`src/rtl/controle_execucao.sv`:
```
// rtl/controle_execucao.sv - run controller for the single-cycle RV32 datapath
//
// Loads program words into imem from a host word stream, then gates the core
// clock-enable for run / single-step / host halt, PC breakpoint, ECALL/EBREAK
// stop and a cycle watchdog.
//
// Ports:
//   clk, reset           clock (rising edge), async active-low reset
//   cmd_valid/op/arg     host command; cmd_ready accepts it
//   load_valid/data      program word stream; load_ready accepts a word
//   pc_atual, instrucao  current datapath PC and the instruction at it
//   core_en              datapath state update enable for this cycle
//   core_hold_reset      keeps the datapath in reset (PC=0)
//   imem_we/addr/wdata   instruction memory write port
//   estado, halt_cause   controller state and reason for the last halt
//   ciclos               executed-cycle count (cycles with core_en=1)

module controle_execucao #(
  parameter int unsigned          ADDR_W     = 8,
  parameter int unsigned          CYCLE_W    = 32,
  parameter logic [CYCLE_W-1:0]   MAX_CICLOS = {CYCLE_W{1'b1}}
) (
  input  logic               clk,
  input  logic               reset,
  input  logic               cmd_valid,
  input  logic [2:0]         cmd_op,
  input  logic [31:0]        cmd_arg,
  output logic               cmd_ready,
  input  logic               load_valid,
  input  logic [31:0]        load_data,
  output logic               load_ready,
  input  logic [31:0]        pc_atual,
  input  logic [31:0]        instrucao,
  output logic               core_en,
  output logic               core_hold_reset,
  output logic               imem_we,
  output logic [ADDR_W-1:0]  imem_addr,
  output logic [31:0]        imem_wdata,
  output logic [2:0]         estado,
  output logic [1:0]         halt_cause,
  output logic [CYCLE_W-1:0] ciclos
);

  typedef enum logic [2:0] {
    S_IDLE   = 3'd0,
    S_LOAD   = 3'd1,
    S_RUN    = 3'd2,
    S_STEP   = 3'd3,
    S_HALTED = 3'd4
  } estado_t;

  localparam logic [2:0] OP_LOAD       = 3'd1;
  localparam logic [2:0] OP_RUN        = 3'd2;
  localparam logic [2:0] OP_STEP       = 3'd3;
  localparam logic [2:0] OP_HALT       = 3'd4;
  localparam logic [2:0] OP_SET_BRK    = 3'd5;
  localparam logic [2:0] OP_CLR_BRK    = 3'd6;
  localparam logic [2:0] OP_RESET_CORE = 3'd7;

  localparam logic [1:0] CAUSE_HOST    = 2'd0;
  localparam logic [1:0] CAUSE_SYSTEM  = 2'd1;
  localparam logic [1:0] CAUSE_BRK     = 2'd2;
  localparam logic [1:0] CAUSE_TIMEOUT = 2'd3;

  localparam logic [31:0]     IMEM_WORDS_32 = 32'd1 << ADDR_W;
  localparam logic [ADDR_W:0] IMEM_WORDS    = IMEM_WORDS_32[ADDR_W:0];

  estado_t              estado_q, estado_d;
  logic [ADDR_W-1:0]    addr_q, addr_d;
  logic [ADDR_W:0]      n_q, n_d;
  logic [31:0]          brk_q, brk_d;
  logic                 brk_valid_q, brk_valid_d;
  logic [1:0]           cause_q, cause_d;
  logic [CYCLE_W-1:0]   ciclos_q, ciclos_d;
  logic                 first_q, first_d;

  logic                 cmd_fire;
  logic                 last_word;
  logic                 is_system;
  logic                 brk_hit;
  logic                 wd_hit;
  logic [ADDR_W:0]      n_clamp;
  logic [CYCLE_W-1:0]   ciclos_inc;

  assign cmd_ready  = (estado_q == S_IDLE) || (estado_q == S_RUN) || (estado_q == S_HALTED);
  assign load_ready = (estado_q == S_LOAD);
  assign cmd_fire   = cmd_valid && cmd_ready;

  // Word count 0 or anything beyond the memory size means "fill the whole imem".
  assign n_clamp = ((cmd_arg == 32'd0) || (cmd_arg > IMEM_WORDS_32)) ? IMEM_WORDS
                                                                    : cmd_arg[ADDR_W:0];

  // addr_q equals the number of words already written, so the final word is at n-1.
  assign last_word = ({1'b0, addr_q} == (n_q - (ADDR_W+1)'(1)));

  assign is_system  = (instrucao == 32'h0000_0073) || (instrucao == 32'h0010_0073);
  // The breakpoint is masked on the first run cycle so a resume from a PC that
  // sits on the breakpoint can make progress.
  assign brk_hit    = brk_valid_q && (pc_atual == brk_q) && !first_q;
  assign wd_hit     = (MAX_CICLOS != '0) && (ciclos_q == MAX_CICLOS);
  assign ciclos_inc = (ciclos_q == {CYCLE_W{1'b1}}) ? ciclos_q : ciclos_q + CYCLE_W'(1);

  assign imem_addr  = addr_q;
  assign estado     = estado_q;
  assign halt_cause = cause_q;
  assign ciclos     = ciclos_q;

  always_comb begin
    estado_d        = estado_q;
    addr_d          = addr_q;
    n_d             = n_q;
    brk_d           = brk_q;
    brk_valid_d     = brk_valid_q;
    cause_d         = cause_q;
    ciclos_d        = ciclos_q;
    first_d         = first_q;
    core_en         = 1'b0;
    core_hold_reset = 1'b0;
    imem_we         = 1'b0;
    imem_wdata      = '0;

    // Breakpoint register commands act in every state that accepts commands.
    if (cmd_fire && (cmd_op == OP_SET_BRK)) begin
      brk_d       = cmd_arg & ~32'd3;
      brk_valid_d = 1'b1;
    end
    if (cmd_fire && (cmd_op == OP_CLR_BRK)) begin
      brk_valid_d = 1'b0;
    end

    case (estado_q)
      S_IDLE, S_HALTED: begin
        core_hold_reset = (estado_q == S_IDLE);
        if (cmd_fire) begin
          case (cmd_op)
            OP_LOAD: begin
              estado_d = S_LOAD;
              addr_d   = '0;
              n_d      = n_clamp;
            end
            OP_RUN: begin
              estado_d = S_RUN;
              first_d  = 1'b1;
            end
            OP_STEP: estado_d = S_STEP;
            OP_RESET_CORE: begin
              estado_d = S_IDLE;
              ciclos_d = '0;
            end
            default: ;
          endcase
        end
      end

      S_LOAD: begin
        imem_we    = load_valid;
        imem_wdata = load_data;
        if (load_valid) begin
          if (last_word) begin
            estado_d = S_IDLE;
            ciclos_d = '0;
          end else begin
            addr_d = addr_q + ADDR_W'(1);
          end
        end
      end

      S_RUN: begin
        first_d = 1'b0;
        if (is_system) begin
          estado_d = S_HALTED;
          cause_d  = CAUSE_SYSTEM;
        end else if (brk_hit) begin
          estado_d = S_HALTED;
          cause_d  = CAUSE_BRK;
        end else if (wd_hit) begin
          estado_d = S_HALTED;
          cause_d  = CAUSE_TIMEOUT;
        end else if (cmd_fire && (cmd_op == OP_HALT)) begin
          estado_d = S_HALTED;
          cause_d  = CAUSE_HOST;
        end else if (cmd_fire && (cmd_op == OP_RESET_CORE)) begin
          estado_d = S_IDLE;
          ciclos_d = '0;
        end else begin
          core_en  = 1'b1;
          ciclos_d = ciclos_inc;
        end
      end

      S_STEP: begin
        estado_d = S_HALTED;
        if (is_system) begin
          cause_d = CAUSE_SYSTEM;
        end else begin
          core_en  = 1'b1;
          ciclos_d = ciclos_inc;
          cause_d  = CAUSE_HOST;
        end
      end

      default: estado_d = S_IDLE;
    endcase
  end

  always_ff @(posedge clk or negedge reset) begin
    if (!reset) begin
      estado_q    <= S_IDLE;
      addr_q      <= '0;
      n_q         <= '0;
      brk_q       <= '0;
      brk_valid_q <= 1'b0;
      cause_q     <= CAUSE_HOST;
      ciclos_q    <= '0;
      first_q     <= 1'b0;
    end else begin
      estado_q    <= estado_d;
      addr_q      <= addr_d;
      n_q         <= n_d;
      brk_q       <= brk_d;
      brk_valid_q <= brk_valid_d;
      cause_q     <= cause_d;
      ciclos_q    <= ciclos_d;
      first_q     <= first_d;
    end
  end

endmodule

```
`config.mk`:
```
export PLATFORM = sky130hd
export DESIGN_NAME = controle_execucao
export DESIGN_NICKNAME = d
export VERILOG_FILES = /design/src/rtl/controle_execucao.sv
export SDC_FILE = /design/constraint.sdc
export NUM_CORES = 1
export LEC_CHECK = 0
export BUFFER_PORTS_ARGS = -buffer_cell sky130_fd_sc_hd__buf_2
export CORE_MARGIN = 5
export CORE_UTILIZATION = 49
export DETAILED_ROUTE_END_ITERATION = 10
export GPL_TIMING_DRIVEN = 0
export PLACE_DENSITY = 0.88
export SLEW_MARGIN = 10
export SYNTH_ARGS = -nofsm -noshare
export SYNTH_HDL_FRONTEND = slang
export SYNTH_SLANG_ARGS = --single-unit
```
`constraint.sdc`:
```
create_clock -name clk -period 3.2 [get_ports clk]
set_input_delay 0 -clock clk [delete_from_list [all_inputs] [get_ports clk]]
set_output_delay 0 -clock clk [all_outputs]
set_load 0.01 [all_outputs]
```
Word-level counts from Yosys, hierarchy flattened:

Cells that the tools add are included.

* output and inout bits: 82
* logic and storage cells: 118
* input port bits: 135
* register bits: 86

* multiplexer cells: 49
* add/sub/neg operators: 3
* reduce and logical (&&, ||, !) cells: 26
* order comparisons: 1
* equality and inequality tests: 31

Operators by type and width (number)
* 32-bit 2-to-1 mux: 12
* 32-bit one-hot mux with 4 select lines: 1
* 32-bit by 1-bit adder with 32-bit output (second input constant): 1
* 32-bit by 21-bit equality test with 1-bit output (second input constant): 1
* 32-bit equality test: 1
* 32-bit equality test (second input constant): 1
* 32-bit by 7-bit equality test with 1-bit output (second input constant): 1
* 32-bit by 9-bit greater-than comparator with 1-bit output (second input constant): 1
* 32-bit logical NOT: 1
* 8-bit 2-to-1 mux: 4
* 3-bit 2-to-1 mux: 8
* 3-bit one-hot mux with 4 select lines: 2
* 2-bit inequality test (second input constant): 9
* 8-bit one-hot mux with 2 select lines: 1
* 3-bit equality test (second input constant): 5
* 1-bit 2-to-1 mux: 13
* 3-bit by 2-bit equality test with 1-bit output (second input constant): 4
* 10-bit AND reduction: 1
* 5-bit AND reduction: 2
* 8-bit by 9-bit equality test with 1-bit output: 1
* 9-bit 2-to-1 mux: 1
* 9-bit by 1-bit subtractor with 9-bit output (second input constant): 1
* 8-bit by 1-bit adder with 8-bit output (second input constant): 1
* 2-bit 2-to-1 mux: 4
* other kinds (16): 33

Depth between registers and ports, before layout:

Gate-level depths: netlist of the first run.

* depth in word-level cells: 11
* depth in mapped cells: 11
* depth with buffers taken out: 9

Least setup slack after synthesis of the first run:

OpenSTA, ideal clock, no wires.

* path type: register to register
* from: reg n_q[0]
* to: reg ciclos_q[4], in the netlist ciclos[4]
* arrival: 2699 ps
* data required time: 3084 ps
* cell stages (with the launch flop): 12
* buffers on the path: 2
* setup slack: 385 ps
* setup time: 116 ps
* clock period less this slack: 2815 ps
* cell sequence: dfrtp_1 > inv_1 > ha_1 > or3b_2 > o311ai_0 > a21oi_1 > o311ai_1 > o21a_1 > buf_6 > clkbuf_1 > o21ai_0 > o311ai_0

* cells in the longest elaborated chain, start to end: 4

Ends and longest elaborated chain
* from (decl): line 70 `logic [ADDR_W:0] n_q, n_d;`
* from (signal assigned): line 219 `n_q <= n_d;`
* 9-bit by 1-bit subtractor with 9-bit output: line 94 `assign last_word = ({1'b0, addr_q} == (n_q - (ADDR_W+1)'(1)));`
* 8-bit by 9-bit equality test with 1-bit output: line 94
* 2-bit by 1-bit inequality test with 1-bit output (no line)
* 10-bit AND reduction (no line)
* to (signal assigned): line 223 `ciclos_q <= ciclos_d;`
* to (decl): line 74 `logic [CYCLE_W-1:0] ciclos_q, ciclos_d;`

No other way between the ends.
A chain may end at the register's enable or synchronous reset.

Worst setup path after layout of the first run:

* from: reg first_q
* to: out core_en

* cells in the longest elaborated chain, start to end: 5

Ends and longest elaborated chain
* from (decl): line 75 `logic first_q, first_d;`
* from (signal assigned): line 224 `first_q <= first_d;`
* 1-bit logical NOT: line 99 `assign brk_hit = brk_valid_q && (pc_atual == brk_q) && !first_q;`
* 1-bit logical AND: line 99
* 1-bit 2-to-1 mux: line 173 `end else if (brk_hit) begin`
* 1-bit 2-to-1 mux: line 170 `if (is_system) begin`
* 1-bit one-hot mux with 2 select lines: line 131 `case (estado_q)`
* to (decl): line 34 `output logic core_en,`

No other way between the ends.

==> impl_metrics.py, run 1 <==
metrics = {
    "timing": {
        "fin_ws_ns": 0.1117,
        "worst_slew_pin_slew_ns": 0.9891,
        "maxSlewViolCount": 0,
        "fmax_mhz": 323.8,
        "finalCritPeriodShare_pct": 96.51,
        "rsz0062_at_grt": "yes",
        "setup_viol": 0,
        "whs_ns": 0.03459,
        "period_minus_slack_ns": 3.088,
        "fin_skew_ns": 0.01466,
        "hold_viol": 0,
        "slew_headroom_pct": 33.90,
    },
    "yosys": {
        "synth_area_sq_um": 5299,
        "synth_most_common_cell": "dfrtp_1",
        "ys_async_sr_fraction_pct": 100.0,
        "synthTopCellsByCount": "86 x dfrtp_1, 41 x nand2_1, 39 x and2_1",
        "ys_types": 58,
        "yosysTopAreaCell": "dfrtp_1",
        "syn_avg_cell_area_sq_um": 9.183,
        "yosysWarnings": 0,
        "syn_inst": 577,
        "synth_ff_type": "dfrtp_1",
        "syn-num-nets": 715,
        "ys_top_cells_by_area": "dfrtp_1 41%, mux2_2 6.6%, and2_1 4.6%",
        "synth_top_area_share_pct": 40.61,
        "synth_edf_count": 0,
        "ys_ff_latch": 86,
        "yosysSeqAreaShare_pct": 40.61,
    },
    "setup_path": {
        "crit_arrival_ns": 3.09,
        "crit_path_end_kind": "output pin",
        "worstPathRequired_ns": 3.20,
        "critPathLaunchType": "register",
        "cp_max_fo": 10,
        "critical_path_class": "reg -> out",
    },
    "global_routing": {
        "grt_pass1_vias": 5547,
        "grt_usage_pct": 25.39,
        "grt_pass1_wl_um": 26830,
        "antenna_found_initial": 0,
        "gr-total-overflow": 0,
        "grt_max_degree": 60,
    },
    "clock_network": {
        "cts_sinks": 86,
        "htree_levels": 3,
        "numCtsBuffers": 9,
        "cts_root_buffer": "clkbuf_8",
        "cts.path.max_buffers": 2,
        "clkTransAtPathRegs_ns": 0.10,
        "insertion_delay_ns": 0.38,
        "cts_setup_buffers": 0,
        "tritoncts": "built",
    },
    "layout": {
        "drive_gt1_share_pct": 33.45,
        "syn2layout_area_growth_pct": 35.35,
        "n_fill_cell": 864,
        "postLayoutCellArea_sq_um": 7172,
        "antenna_cells": 0,
        "nNetsFinal": 976,
    },
    "placement": {
        "dpl-instance-area_sq_um": 6575,
        "place.gp.congestion": 0.8916,
        "pre_cts_slack_ns": -0.09899,
        "hpwl_um": 12360,
        "port_buffers": 214,
    },
    "floorplanning": {
        "die_x_um": 114.0,
        "row_count": 38,
        "start_util_pct": 49.53,
        "die-height_um": 114.0,
        "coreArea_sq_um": 10700,
        "dieArea_sq_um": 12990,
        "pin_count": 217,
    },
    "detailed_routing": {
        "antenna_left": 0,
        "totalWireLength_um": 16870,
        "routedWlPerCell_um": 17.16,
        "drt-initial-drc-count": 420,
        "vias": 5728,
        "drtPass1Iterations": 6,
        "vias_per_cell": 5.827,
        "drc_errors": 0,
    },
    "flow_run": {
        "maxCapViolations": 0,
    },
    "power_and_ir_drop": {
        "p_per_area_nw_per_um2": 636.9,
        "vdd_drop_max_mv": 0.3574,
        "power_mw": 4.568,
        "leakage_nw": 3.396,
    },
    "hold_path": {
        "hp-class": "in -> reg",
    },
    "run_status": {
        "outcome": "completed",
    },
}
timing repair:
action	in CTS	in global routing
hold buffers	35	0
pin swaps	0	0
resized for setup	3	9
endpoints found under the hold margin	128	0
endpoints found under the setup margin	21	27
area by class of cell:
cell class              instances  area [sq um]  area share [%]
plain buffers                  28         121.4           1.692
clock buffers                  10         137.6           1.919
clock inverters                 6         70.07          0.9770
inverters                       5         18.77          0.2617
multi-input cells             458          3045           42.46
flip-flops and latches         86          2152           30.01
well taps                     140         175.2           2.442
repair buffers                250          1451           20.24
stage by stage:
stage | setup TNS, ns | cells | util (%)
finish | 0 | 983 | 67.04
global route | -0.01866 | 983 | 67.04
CTS | 0 | 983 | 66.84
detailed placement | -0.7469 | 932 | 61.46
global placement | -0.8260 | 931 | 61.18
floorplan | 0 | 577 | -
cell families after synthesis:
family | share of synthesized area, %
xor+xnor | 6.446
compound gates | 16.84
simple gates | 26.23
buf+inv | 2.574
fa+ha+maj | 0.7085
flops | 40.61
mux | 6.588
flip-flops by register name, indices dropped and copies added, names as in the netlist:
name and cells:
ciclos 32, brk_q 30, n_q 9, imem_addr 8
estado 3, halt_cause 2, brk_valid_q 1, first_q 1
worst max-delay path: stages (launching register included):
cell,delay [ns]
dfrtp_1,0.40
nor4b_2,0.35
nand4_1,0.13
or4b_1,0.48
or4_1,0.62
a21oi_4,0.24
inv_1,0.07
clkbuf_2,0.22
buf_2,0.19
layer usage:
metal / global-route usage, % / vias to the layer above / wire length [um]
met1: 31.70 / 2678 / 6565
met5: 0 / - / 0
met3: 5.623 / 49 / 1539
li1: - / 2699 / -
met4: 10.77 / 0 / 563
met2: 42.43 / 302 / 8200
report_power, final:
part	switching (mW)	internal, mW
Sequential	0.278	1.36
Combinational	1.20	0.904
Clock	0.435	0.386
Total	1.91	2.65
layout by cell type, fill, tap and decap left out, types with 14 or more instances in the layout:
cell / instances
nand3_1: 24
xor2_1: 21
buf_2: 217
nand2_1: 41
nor3_1: 18
nand4_1: 22
clkbuf_1: 20
nor4_1: 27
a21oi_1: 23
mux2_2: 31
nor2_1: 33
o21ai_0: 36
dfrtp_1: 86
xnor2_1: 18
o31ai_1: 14
dlygate4sd3_1: 35
and2_1: 39
worst paths after layout:
kind | startpoint | to | slack (ns) | cells past startpoint
max in group asynchronous | reset | brk_q[18] | 2.50 | 3
min reg2reg | first_q | first_q | 0.53 | 1
min | cmd_op[0] | brk_valid_q | 0.03 | 3
max reg2reg | first_q | ciclos[31] | 0.15 | 9
min in group asynchronous | reset | ciclos[20] | 0.08 | 2
max | first_q | core_en | 0.11 | 8
No activity file was read; power rests on OpenSTA's default activity.
==> run 2: changes to the inputs <==
CORE_UTILIZATION = 50   (was 49)
CTS_BUF_LIST = sky130_fd_sc_hd__clkbuf_4 sky130_fd_sc_hd__clkbuf_8   (was not set)
PLACE_DENSITY = 0.9   (was 0.88)
==> run 2 against run 1 <==
Compared with the run above: clock power about the same; worst hold slack better by 0.037 ns; largest cell class unchanged; final area up 0.37%; critical endpoint unchanged; sequential share of layout area down 0.11 points; first-iteration DRC count up 45%; die area down 1.8%; highest routed layer unchanged; combinational power up 3%.
==> impl_metrics.py, run 2 (synthesized netlist as in run 1, its figures left out) <==
metrics = {
    "run_status": {
        "outcome": "completed",
    },
    "clock_network": {
        "cts_root_buffer": "clkbuf_8",
        "clkTransAtPathRegs_ns": 0.09,
        "numCtsBuffers": 9,
        "htree_levels": 3,
        "cts_sinks": 86,
        "cts.path.max_buffers": 2,
        "cts_setup_buffers": 0,
        "tritoncts": "built",
        "insertion_delay_ns": 0.37,
    },
    "setup_path": {
        "r2r_slack_ns": 0.18,
        "critPathLaunch": "first_q",
        "crit_chain": "nor4b_2 > nand4_1 > or4b_1 > or4_1 > a21oi_4 > inv_1 > clkbuf_2 > buf_2",
        "endpoint": "core_en",
        "crit_slowest_cell": "or4_1",
        "cp_max_fo": 10,
        "crit_arrival_ns": 3.04,
        "crit_cells": 8,
        "crit_buf_inv": 3,
        "crit_path_end_kind": "output pin",
        "rr_endpoint": "ciclos[31]",
        "critical_path_class": "reg -> out",
        "r2r_start": "first_q",
        "worstPathRequired_ns": 3.20,
        "cp_slowest_stage_delay_ns": 0.61,
        "reg2reg_depth": 9,
        "critPathLaunchType": "register",
        "path_delay_family": "simple AND/OR/NAND/NOR gates",
    },
    "timing": {
        "finalCritPeriodShare_pct": 95.15,
        "fin_skew_ns": 0.02055,
        "period_minus_slack_ns": 3.045,
        "whs_ns": 0.07159,
        "fin_ws_ns": 0.1552,
        "maxSlewViolCount": 0,
        "tns_ns": 0,
        "worst_slew_pin_slew_ns": 1.225,
        "slew_headroom_pct": 18.10,
        "fmax_mhz": 328.4,
        "setup_viol": 0,
        "hold_viol": 0,
    },
    "layout": {
        "nNetsFinal": 976,
        "multiInputGateArea_sq_um": 3075,
        "fin_util_pct": 69.72,
        "n_fill_cell": 736,
        "layout_commonest_cell": "buf_2",
        "largest_reg_flops": 32,
        "syn2layout_area_growth_pct": 35.84,
        "drive_gt1_share_pct": 33.69,
        "register_area_sq_um": 2152,
        "final_cell_mix": "217 x buf_2, 86 x dfrtp_1, 41 x nand2_1",
    },
    "hold_path": {
        "hp-class": "in -> reg",
    },
    "global_routing": {
        "antenna_found_initial": 1,
        "grt_pass1_vias": 5905,
        "gr-total-overflow": 0,
        "grt_max_degree": 48,
        "grt_usage_pct": 28.35,
        "grt_pass1_wl_um": 29480,
    },
    "floorplanning": {
        "dieArea_sq_um": 12760,
        "coreArea_sq_um": 10320,
        "start_util_pct": 51.33,
        "pin_count": 217,
        "die-height_um": 112.9,
        "row_count": 37,
        "die_x_um": 112.9,
    },
    "detailed_routing": {
        "vias": 5936,
        "antenna_left": 0,
        "drtPass1Iterations": 5,
        "vias_per_cell": 6.057,
        "drc_errors": 0,
        "drt-initial-drc-count": 610,
        "routedWlPerCell_um": 18.85,
        "totalWireLength_um": 18470,
    },
    "flow_run": {
        "maxCapViolations": 0,
    },
    "placement": {
        "hpwl_um": 12590,
        "pre_cts_slack_ns": -0.1340,
        "place.gp.congestion": 0.9191,
        "port_buffers": 214,
    },
    "power_and_ir_drop": {
        "vdd_drop_max_mv": 0.4119,
        "p_per_area_nw_per_um2": 645.7,
        "leakage_nw": 3.423,
    },
}
## run 2: worst min-delay path by stage
stage / startpoint / end / slack, ns / cells after the start
floorplan: reset / brk_q[10] / -0.30 / 0
CTS: cmd_op[0] / brk_valid_q / 0.03 / 3
global placement: cmd_arg[1] / n_q[1] / 0.24 / 3
global route: cmd_op[1] / brk_valid_q / 0.09 / 4
detailed placement: reset / ciclos[16] / 0.03 / 1
finish: cmd_op[1] / brk_valid_q / 0.07 / 4
## run 2: worst register-to-register path, stage by stage, from the launching register on
cell	delay [ns]
dfrtp_1	0.42
nor4b_2	0.27
nand4_1	0.14
or4b_1	0.50
or4_1	0.61
a21oi_4	0.24
inv_1	0.08
clkbuf_1	0.27
a31o_1	0.29
o31a_1	0.10
## run 2: final cells by class
| type | instances | share of cell area (%) |
|---|---|---|
| clock buffers | 10 | 1.912 |
| well taps | 136 | 2.364 |
| multi-input cells | 458 | 42.73 |
| flip-flops and latches | 86 | 29.90 |
| inverters | 5 | 0.2607 |
| repair buffers | 250 | 20.16 |
| plain buffers | 28 | 1.686 |
| clock inverters | 6 | 0.9560 |
| diodes | 1 | 0.03476 |
## run 2: per-stage QoR
| stage | cells | power [mW] | area, sq um |
|---|---|---|---|
| 2_1_floorplan | 577 | 2.918 | 5299 |
| 3_3_place_gp | 927 | 3.595 | 6540 |
| 3_5_place_dp | 928 | 3.665 | 6571 |
| 4_1_cts | 979 | 4.510 | 7143 |
| 5_1_grt | 980 | 4.916 | 7198 |
| 6_report | 980 | 4.648 | 7198 |
## run 2: what timing repair did
| action | 4_1_cts | 5_1_grt |
|---|---|---|
| setup endpoints to repair | 22 | 31 |
| hold buffers | 35 | 0 |
| hold endpoints to repair | 80 | 0 |
| gates resized for setup | 3 | 12 |
## run 2: layer usage
metal / vias up / track usage [%] / wire length, um
met1: 2766 / 34.06 / 6930
met2: 377 / 47.91 / 8918
met5: - / 0 / 0
met4: 0 / 13.78 / 896
li1: 2708 / - / -
met3: 85 / 6.524 / 1724
## run 2: where the power goes
| part | total [mW] | switching (mW) | internal, mW |
|---|---|---|---|
| Combinational | 2.17 | 1.26 | 0.909 |
| Sequential | 1.66 | 0.297 | 1.36 |
| Clock | 0.818 | 0.431 | 0.387 |
| Total | 4.65 | 1.99 | 2.66 |
==> run 3: changes to the inputs <==
CORE_UTILIZATION = 45   (was 50)
PLACE_DENSITY = 0.82   (was 0.9)
==> run 3 against run 2 <==
Compared with the run above: combinational power fell by 2%; clock power barely moved; final area barely moved; global-route usage fell by 4.2 points; sequential cell count did not move; worst hold slack got worse by 0.030 ns; non-clock buffer count did not move; setup slack got worse by 0.0037 ns; clock skew fell by 0.0085 ns; first-iteration DRC count fell by 35%; sequential share of layout area barely moved; core utilization fell by 6.9 points; critical path type unchanged; critical endpoint unchanged.
==> impl_metrics.py, run 3 (synthesized netlist as in run 1, its figures left out) <==
metrics = {
    "run_status": {
        "outcome": "completed",
    },
    "layout": {
        "final_cell_mix": "218 x buf_2, 86 x dfrtp_1, 41 x nand2_1",
        "nNetsFinal": 976,
        "largest_reg_flops": 32,
        "drive_gt1_share_pct": 33.57,
        "layout_commonest_cell": "buf_2",
        "syn2layout_area_growth_pct": 35.87,
    },
    "clock_network": {
        "tritoncts": "built",
        "cts_setup_buffers": 0,
        "numCtsBuffers": 9,
        "cts.path.max_buffers": 2,
        "cts_sinks": 86,
        "htree_levels": 3,
        "insertion_delay_ns": 0.39,
        "clkTransAtPathRegs_ns": 0.09,
        "cts_root_buffer": "clkbuf_8",
    },
    "global_routing": {
        "gr-total-overflow": 0,
        "grt_pass1_wl_um": 28050,
        "grt_usage_pct": 24.13,
        "grt_pass1_vias": 5622,
        "grt_max_degree": 57,
        "antenna_found_initial": 1,
    },
    "floorplanning": {
        "pin_count": 217,
        "row_count": 39,
        "die-height_um": 118.5,
        "coreArea_sq_um": 11470,
        "die_x_um": 118.5,
        "start_util_pct": 46.21,
        "dieArea_sq_um": 14050,
    },
    "timing": {
        "slew_headroom_pct": 26.78,
        "finalCritPeriodShare_pct": 95.26,
        "worst_slew_pin_slew_ns": 1.095,
        "setup_viol": 0,
        "period_minus_slack_ns": 3.048,
        "fin_skew_ns": 0.01208,
        "hold_viol": 0,
        "rsz0062_at_grt": "yes",
        "maxSlewViolCount": 0,
        "fin_ws_ns": 0.1515,
        "fmax_mhz": 328.0,
    },
    "placement": {
        "hpwl_um": 12690,
        "port_buffers": 214,
        "place.gp.congestion": 0.9146,
        "pre_cts_slack_ns": -0.1696,
    },
    "power_and_ir_drop": {
        "leakage_nw": 3.409,
        "power_mw": 4.576,
        "p_per_area_nw_per_um2": 635.6,
        "vdd_drop_max_mv": 0.3957,
    },
    "hold_path": {
        "min_from": "cmd_op[1]",
        "hp-class": "in -> reg",
    },
    "detailed_routing": {
        "drt-initial-drc-count": 394,
        "totalWireLength_um": 17190,
        "drtPass1Iterations": 5,
        "vias_per_cell": 5.804,
        "routedWlPerCell_um": 17.42,
        "antenna_left": 0,
        "vias": 5729,
        "drc_errors": 0,
    },
    "setup_path": {
        "critical_path_class": "reg -> out",
        "crit_path_end_kind": "output pin",
        "r2r_start": "first_q",
        "crit_arrival_ns": 3.05,
        "critPathLaunchType": "register",
        "cp_max_fo": 10,
        "worstPathRequired_ns": 3.20,
        "critPathLaunch": "first_q",
    },
    "flow_run": {
        "maxCapViolations": 0,
    },
}
-- run 3: cell types whose count changed in the layout (fill, tap and decap cells not counted), sizes merged --
cell      before  now
clkbuf        33   31
buf          220  221
clkinvlp       1    2
clkinv         3    2
inv            6    7
-- run 3: final timing paths --
check | to | slack, ns | depth (start not counted)
setup / recovery | core_en | 0.15 | 8
hold / removal | brk_valid_q | 0.04 | 4
setup reg to reg | ciclos[31] | 0.18 | 9
hold reg to reg | halt_cause[1] | 0.50 | 2
max in group asynchronous | ciclos[20] | 2.45 | 3
min in group asynchronous | brk_q[23] | 0.12 | 2
-- run 3: cell type report --
class | count | area [sq um]
Antenna cell | 1 | 2.502
Buffer | 28 | 121.4
Clock buffer | 9 | 123.9
Clock inverter | 7 | 80.08
Fill cell | 970 | 4268
Inverter | 5 | 18.77
Multi-Input combinational cell | 458 | 3070
Sequential cell | 86 | 2152
Tap cell | 143 | 178.9
Timing Repair Buffer | 250 | 1451
-- run 3: critical path, cell delays in order, from the launching register on --
cell	delay (ns)
dfrtp_1	0.42
nor4b_4	0.28
nand4_1	0.12
or4b_1	0.48
or4_1	0.62
a21oi_4	0.25
inv_1	0.08
clkbuf_2	0.22
buf_2	0.19
-- run 3: where the power goes --
| part | switching (mW) | internal, mW |
|---|---|---|
| logic | 1.21 | 0.905 |
| clock network | 0.452 | 0.369 |
| registers | 0.276 | 1.36 |
-- run 3: repair_timing --
item / CTS / global route
endpoints found under the setup margin: 24 / 33
hold buffers: 35 / 0
resized for setup: 4 / 12
endpoints found under the hold margin: 128 / 0
-- run 3: metal layers --
layer / routed length, um / share of wire [%] / track usage, %
met4: 511 / 3.0 / 10.06
met3: 1362 / 7.9 / 5.110
met1: 6925 / 40 / 30.65
met5: 0 / 0 / 0
met2: 8389 / 49 / 40.01
-- run 3: per-stage QoR --
step | util [%] | instances | TNS [ns] | cell area, sq um | hold slack, ns
2_1_floorplan | - | 577 | 0 | 5299 | -0.2956
3_3_place_gp | 57.11 | 934 | -0.8227 | 6549 | 0.2478
3_5_place_dp | 57.38 | 935 | -1.251 | 6580 | -0.03438
4_1_cts | 62.38 | 986 | -0.01272 | 7153 | 0.02783
5_1_grt | 62.78 | 987 | -0.04904 | 7199 | 0.08844
6_report | 62.78 | 987 | 0 | 7199 | 0.04175
